<file path="config.mk">
export PLATFORM = sky130hd
export DESIGN_NAME = counter_slot_arbiter
export DESIGN_NICKNAME = d
export VERILOG_FILES = /design/src/rtl/counter_slot_arbiter.sv
export SDC_FILE = /design/constraint.sdc
export NUM_CORES = 1
export LEC_CHECK = 0
export CAP_MARGIN = 20
export CORE_ASPECT_RATIO = 0.8
export CORE_MARGIN = 10
export CORE_UTILIZATION = 45
export CTS_CLUSTER_SIZE = 8
export DETAILED_ROUTE_END_ITERATION = 8
export GPL_ROUTABILITY_DRIVEN = 0
export HOLD_SLACK_MARGIN = 0.05
export PLACE_DENSITY = 0.79
export SLEW_MARGIN = 30
export SYNTH_ARGS = -nofsm -noshare
export SYNTH_HDL_FRONTEND = slang
export SYNTH_SLANG_ARGS = --single-unit
</file>
<file path="constraint.sdc">
create_clock -name clk -period 3.65 [get_ports clk]
set_input_delay 0.73 -clock clk [delete_from_list [all_inputs] [get_ports clk]]
set_output_delay 0.73 -clock clk [all_outputs]
set_load 0.02 [all_outputs]
</file>
<file path="src/rtl/counter_slot_arbiter.sv">
// counter_slot_arbiter: round-robin arbiter that shares one interval counter among NUM_REQ requesters
//   clk          posedge clock
//   reset_n      synchronous active-low reset
//   req_valid    per-requester interval request
//   req_count    packed interval lengths, slice i belongs to requester i
//   req_ready    one-hot accept strobe (only in IDLE)
//   abort        cancels the running interval
//   done_valid   completion report pending
//   done_ready   consumer accepts the report
//   done_id      requester index of the reported interval
//   done_aborted report is for an aborted interval
//   busy         an interval is running or its report is pending
//   count_out    current counter value
module counter_slot_arbiter #(
  parameter int NUM_REQ = 4,
  parameter int CNT_W   = 16,
  parameter int IDX_W   = $clog2(NUM_REQ)
) (
  input  logic                     clk,
  input  logic                     reset_n,
  input  logic [NUM_REQ-1:0]       req_valid,
  input  logic [NUM_REQ*CNT_W-1:0] req_count,
  output logic [NUM_REQ-1:0]       req_ready,
  input  logic                     abort,
  output logic                     done_valid,
  input  logic                     done_ready,
  output logic [IDX_W-1:0]         done_id,
  output logic                     done_aborted,
  output logic                     busy,
  output logic [CNT_W-1:0]         count_out
);
  typedef enum logic [1:0] {S_IDLE, S_RUN, S_DONE} state_t;
  state_t             r_state, w_next;
  logic [CNT_W-1:0]   r_cnt, r_target, w_req_cnt;
  logic [IDX_W-1:0]   r_grant_id, r_last_grant, w_sel, w_j;
  logic               r_aborted, w_any, w_accept;
  // rotating priority search starting just after the last granted requester
  always_comb begin
    w_any = 1'b0;
    w_sel = '0;
    w_j   = '0;
    for (int k = 1; k <= NUM_REQ; k++) begin
      w_j = IDX_W'((int'(r_last_grant) + k) % NUM_REQ);
      if (!w_any && req_valid[w_j]) begin
        w_any = 1'b1;
        w_sel = w_j;
      end
    end
  end
  assign w_req_cnt = req_count[w_sel*CNT_W +: CNT_W];
  assign w_accept  = (r_state == S_IDLE) && w_any;
  // gated by reset so every output reads zero while reset is held
  assign req_ready = (reset_n && w_accept) ? (NUM_REQ'(1) << w_sel) : '0;
  // the final RUN cycle is the one where the counter sits at target-1; abort takes priority
  always_comb begin
    w_next = (r_state == S_IDLE) ? (w_any ? ((w_req_cnt == '0) ? S_DONE : S_RUN) : S_IDLE)
           : (r_state == S_RUN)  ? ((abort || r_cnt == r_target - CNT_W'(1)) ? S_DONE : S_RUN)
           : (r_state == S_DONE) ? (done_ready ? S_IDLE : S_DONE)
           : S_IDLE;
  end
  always_ff @(posedge clk) begin
    if (!reset_n) begin
      r_state      <= S_IDLE;
      r_cnt        <= '0;
      r_target     <= '0;
      r_grant_id   <= '0;
      r_last_grant <= IDX_W'(NUM_REQ - 1);
      r_aborted    <= 1'b0;
    end else begin
      r_state <= w_next;
      if (w_accept) begin
        r_target     <= w_req_cnt;
        r_grant_id   <= w_sel;
        r_last_grant <= w_sel;
        r_cnt        <= '0;
      end
      // counting stops on leaving RUN, so the counter lands exactly on target and never wraps
      if (r_state == S_RUN && !abort) r_cnt <= r_cnt + CNT_W'(1);
      if (r_state == S_RUN && abort) r_aborted <= 1'b1;
      if (r_state == S_DONE && done_ready) r_aborted <= 1'b0;
    end
  end
  assign done_valid   = (r_state == S_DONE);
  assign done_id      = r_grant_id;
  assign done_aborted = r_aborted;
  assign busy         = (r_state != S_IDLE);
  assign count_out    = r_cnt;
endmodule
</file>
==> metrics.md <==
| Metric | Value |
|---|---|
| Post-synth EDFFs | `0` |
| Setup TNS | `0 ns` |
| DR vias/cell | `5.74` |
| Worst flop-to-flop path endpoint | `r_state[1]` |
| Top post-synthesis cells by area | `dfxtp_1 27%, mux2i_1 11%, a21oi_1 7.0%, nand2_1 5.9%, nor2_1 4.5%` |
| # Max-Cap Violations | `0` |
| Worst setup path category | `primary input to output port` |
| Largest net degree at the start of global routing | `35` |
| Sequential share of power | `around 33%` |
| Critical path arrival | `2.84 ns` |
| Instance area at placement | `3900 um2` |
| PwrDens | `383 nW/um2` |
| Grt ovf | `0` |
| Post-synthesis simple-gate area fraction | `28.9%` |
| Hold depth | `2` |
| Reg-to-Reg Start | `r_target[0]` |
| R2r worst-path depth | `8` |
| Switching Share | `between 30% and 40%` |
| I/O Buffers | `96` |
| Lkg Pwr | `1.43 nW` |
| Top-count cell post-synth | `nand2_1` |
| Clk Latency, worst-skew pair | `0.31 ns` |
| Clock power share | `28.4%` |
| Cells after synthesis | `roughly 380` |
| GRT Total Usage | `17.7%` |
| Critical Path End Type | `output port` |
| Startpoint Class | `primary input` |
| Core area | `between 6000 and 7000 um2` |
| Worst path required time | `2.92 ns` |
| Final count of negative-setup-slack endpoints | `0` |
| Synth top cells by count | `45 x nand2_1, 40 x a21oi_1, 39 x dfxtp_1, 34 x nor2_1, 31 x mux2i_1` |
| Via count | `3158` |
| Area delta synth->final | `41.9%` |
| DR pass1 iterations | `5` |
| Cell Area, Synth | `2840 um2` |
| XOR/XNOR Fraction of Synth Area | `5.24%` |
| Hold Buf Count CTS | `0` |
| Mux cell area share after synthesis | `11.3%` |
| FFs w/ async S/R, synth | `0%` |
| I/O pins | `97` |
| R2R Setup Slk | `a little over 0.7 ns` |
| Yosys reg bits | `39` |
| Outcome | `completed` |
| Sequential area share after synthesis | `27.5%` |
| Slew @ Worst Pin | `0.468 ns` |
| Fmax achieved | `0.280 GHz` |
| RSZ-0062 raised after global routing | `no` |
| Switching pwr | `~0.52 mW` |
| Largest family of logic cells by synthesized area | `simple AND/OR/NAND/NOR gates` |
| Post-route ant nets | `0` |
| Max Root-Sink Buffers | `2` |
| Cell Int Power | `about 1.0 mW` |
| Site Rows | `25` |
| Synth warn | `0` |
| Ant. Diodes | `0` |
| CTS tree | `yes` |
| Max VDD drop | `0.266 mV` |
| First-pass GRT wire length | `approximately 15 mm` |
| Area of the die | `9910 um2` |
| Synth Area in Adders | `less than 1%` |
| Vias in the first global route | `a little under 3000` |
| Clk slew on worst S/H paths | `0.08 ns` |
| Num CTS Buffers | `5` |
| Synth Flop Type | `dfxtp_1` |
| Synth area leader | `dfxtp_1` |
| Slew headroom | `68.4%` |
| # DRC | `0` |
| Share of cells above drive strength 1 | `6.18%` |
| Post-synth net total | `450` |
| Initial antenna violation count | `0` |
| Minimum clock period | `3.57 ns` |
| H-tree Lvls | `2` |
| Worst Hold Class | `flop to flop` |
| Die Ht | `91.1 um` |
| Worst Hold Launch | `done_id[1]` |
| Fin crit share | `between 90% and 100%` |
| Avg Inst Size Synth | `7.56 um2` |
| Final wirelength | `a little over 9 mm` |
| Wire per inst | `16.5 um` |
| Post-CTS Setup Repair Bufs | `0` |
| Initial Utilization | `47.3%` |
| Dpl hpwl | `7.12 mm` |
| Die Wd | `109 um` |
| Layout net count | `542` |
| Area share of the largest cell type after synthesis | `a little over a quarter` |
| CTS resizes | `0` |
| CP Max Fanout | `4` |
| Worst Hold End | `done_id[1]` |
| CTS root buffer | `clkbuf_8` |
| CTS Sinks | `39` |
| Final Instance Area | `~4000 um2` |
| Netlist cell types | `49` |
| Synth Area in Compound Gates | `between 20% and 30%` |
| Initial drt markers | `between 200 and 300` |
| Comb power frac | `a little under two fifths` |
| Hold Vio Cnt, Final | `0` |
| Final Max Slew Viols | `0` |
| Worst clock skew | `0.00646 ns` |
## final cells by class
| class | instances | area, um2 |
|---|---|---|
| fill | 522 | 1970 |
| multi-input combinational | 307 | 1930 |
| timing repair buffer | 107 | 1060 |
| sequential | 39 | 781 |
| tap | 81 | 101 |
| clock buffer | 5 | 68.8 |
| clock inverter | 3 | 67.6 |
| inverter | 8 | 30.0 |
## cells by family (layout without fill, tap and decap cells)
family | after synthesis | in the layout
compound gates | 100 | 100
simple gates | 156 | 156
mux | 32 | 32
xor+xnor | 17 | 17
buf+inv | 30 | 123
flops | 39 | 39
fa+ha+maj | 2 | 2
## critical path: stages
cell and delay, ns:
clkdlybuf4s50_1 0.47, or3b_1 0.35, o221a_2 0.17, or3_1 0.38, nor2b_1 0.12, clkdlybuf4s50_1 0.62
## per-layer routing
metal  global-route usage (%)  share of wire [%]
met1                     21.3                 42
met2                     31.0                 51
met3                     4.94                6.3
met4                     2.74               0.81
met5                        0                  0
## placed cells by master (no fill, tap or decap), types with 3 or more instances in the layout
master / Yosys / final
o21ai_1: 3 / 3
clkbuf_8: 0 / 5
mux2i_1: 31 / 31
nor2b_1: 18 / 18
dfxtp_1: 39 / 39
nor4b_1: 3 / 3
nand2_1: 45 / 45
o21ai_0: 15 / 15
or2_2: 4 / 4
buf_4: 0 / 10
o21a_1: 3 / 3
and3_1: 4 / 4
nand3_1: 13 / 13
nor2_1: 34 / 34
nor3_1: 6 / 6
xnor2_1: 12 / 12
a311oi_1: 5 / 5
or4_1: 3 / 3
inv_1: 7 / 7
a31oi_1: 7 / 7
nand4_1: 3 / 3
o41ai_1: 3 / 3
xor2_1: 5 / 5
a21oi_1: 40 / 40
clkdlybuf4s50_1: 0 / 96
a211oi_1: 14 / 14
nor4_1: 4 / 4
or3_1: 3 / 3
o31ai_1: 3 / 3
## state kept, by name, summed over array words and instances (netlist names)
signal and cells:
done_id 2, r_state 2, r_target 16, r_last_grant 2
count_out 16, done_aborted 1
## how the worst max path moves through the flow
stage                 start  slack (ns)           end  cells after the start
3_3_place_gp   req_valid[1]        0.13  req_ready[1]                      6
3_5_place_dp   req_valid[1]        0.09  req_ready[1]                      6
4_1_cts        req_valid[1]        0.08  req_ready[1]                      6
5_1_grt        req_valid[1]        0.03  req_ready[0]                      7
6_report       req_valid[1]        0.08  req_ready[1]                      6
2_1_floorplan  req_valid[3]        0.41  req_ready[3]                      8
## through the flow
stage          setup slack, ns  util, %  instances  hold slack, ns  power, mW
3_5_place_dp            0.0940     64.9        542           0.471       1.11
2_1_floorplan            0.410        -        376           0.449      0.913
6_report                0.0840     67.1        550           0.472       1.55
4_1_cts                 0.0789     67.1        550           0.483       1.55
5_1_grt                 0.0295     67.1        550           0.511       1.63
3_3_place_gp             0.128     64.9        542           0.446       1.09
## power by group through the flow
stage	registers [mW]	logic (mW)	clock network (mW)
after floorplan	0.511	0.401	0
final	0.516	0.590	0.440
after global routing	0.523	0.647	0.462
after detailed placement	0.525	0.585	0
after global placement	0.523	0.570	0
after CTS	0.515	0.588	0.443
(Power assumes the default switching activity.)
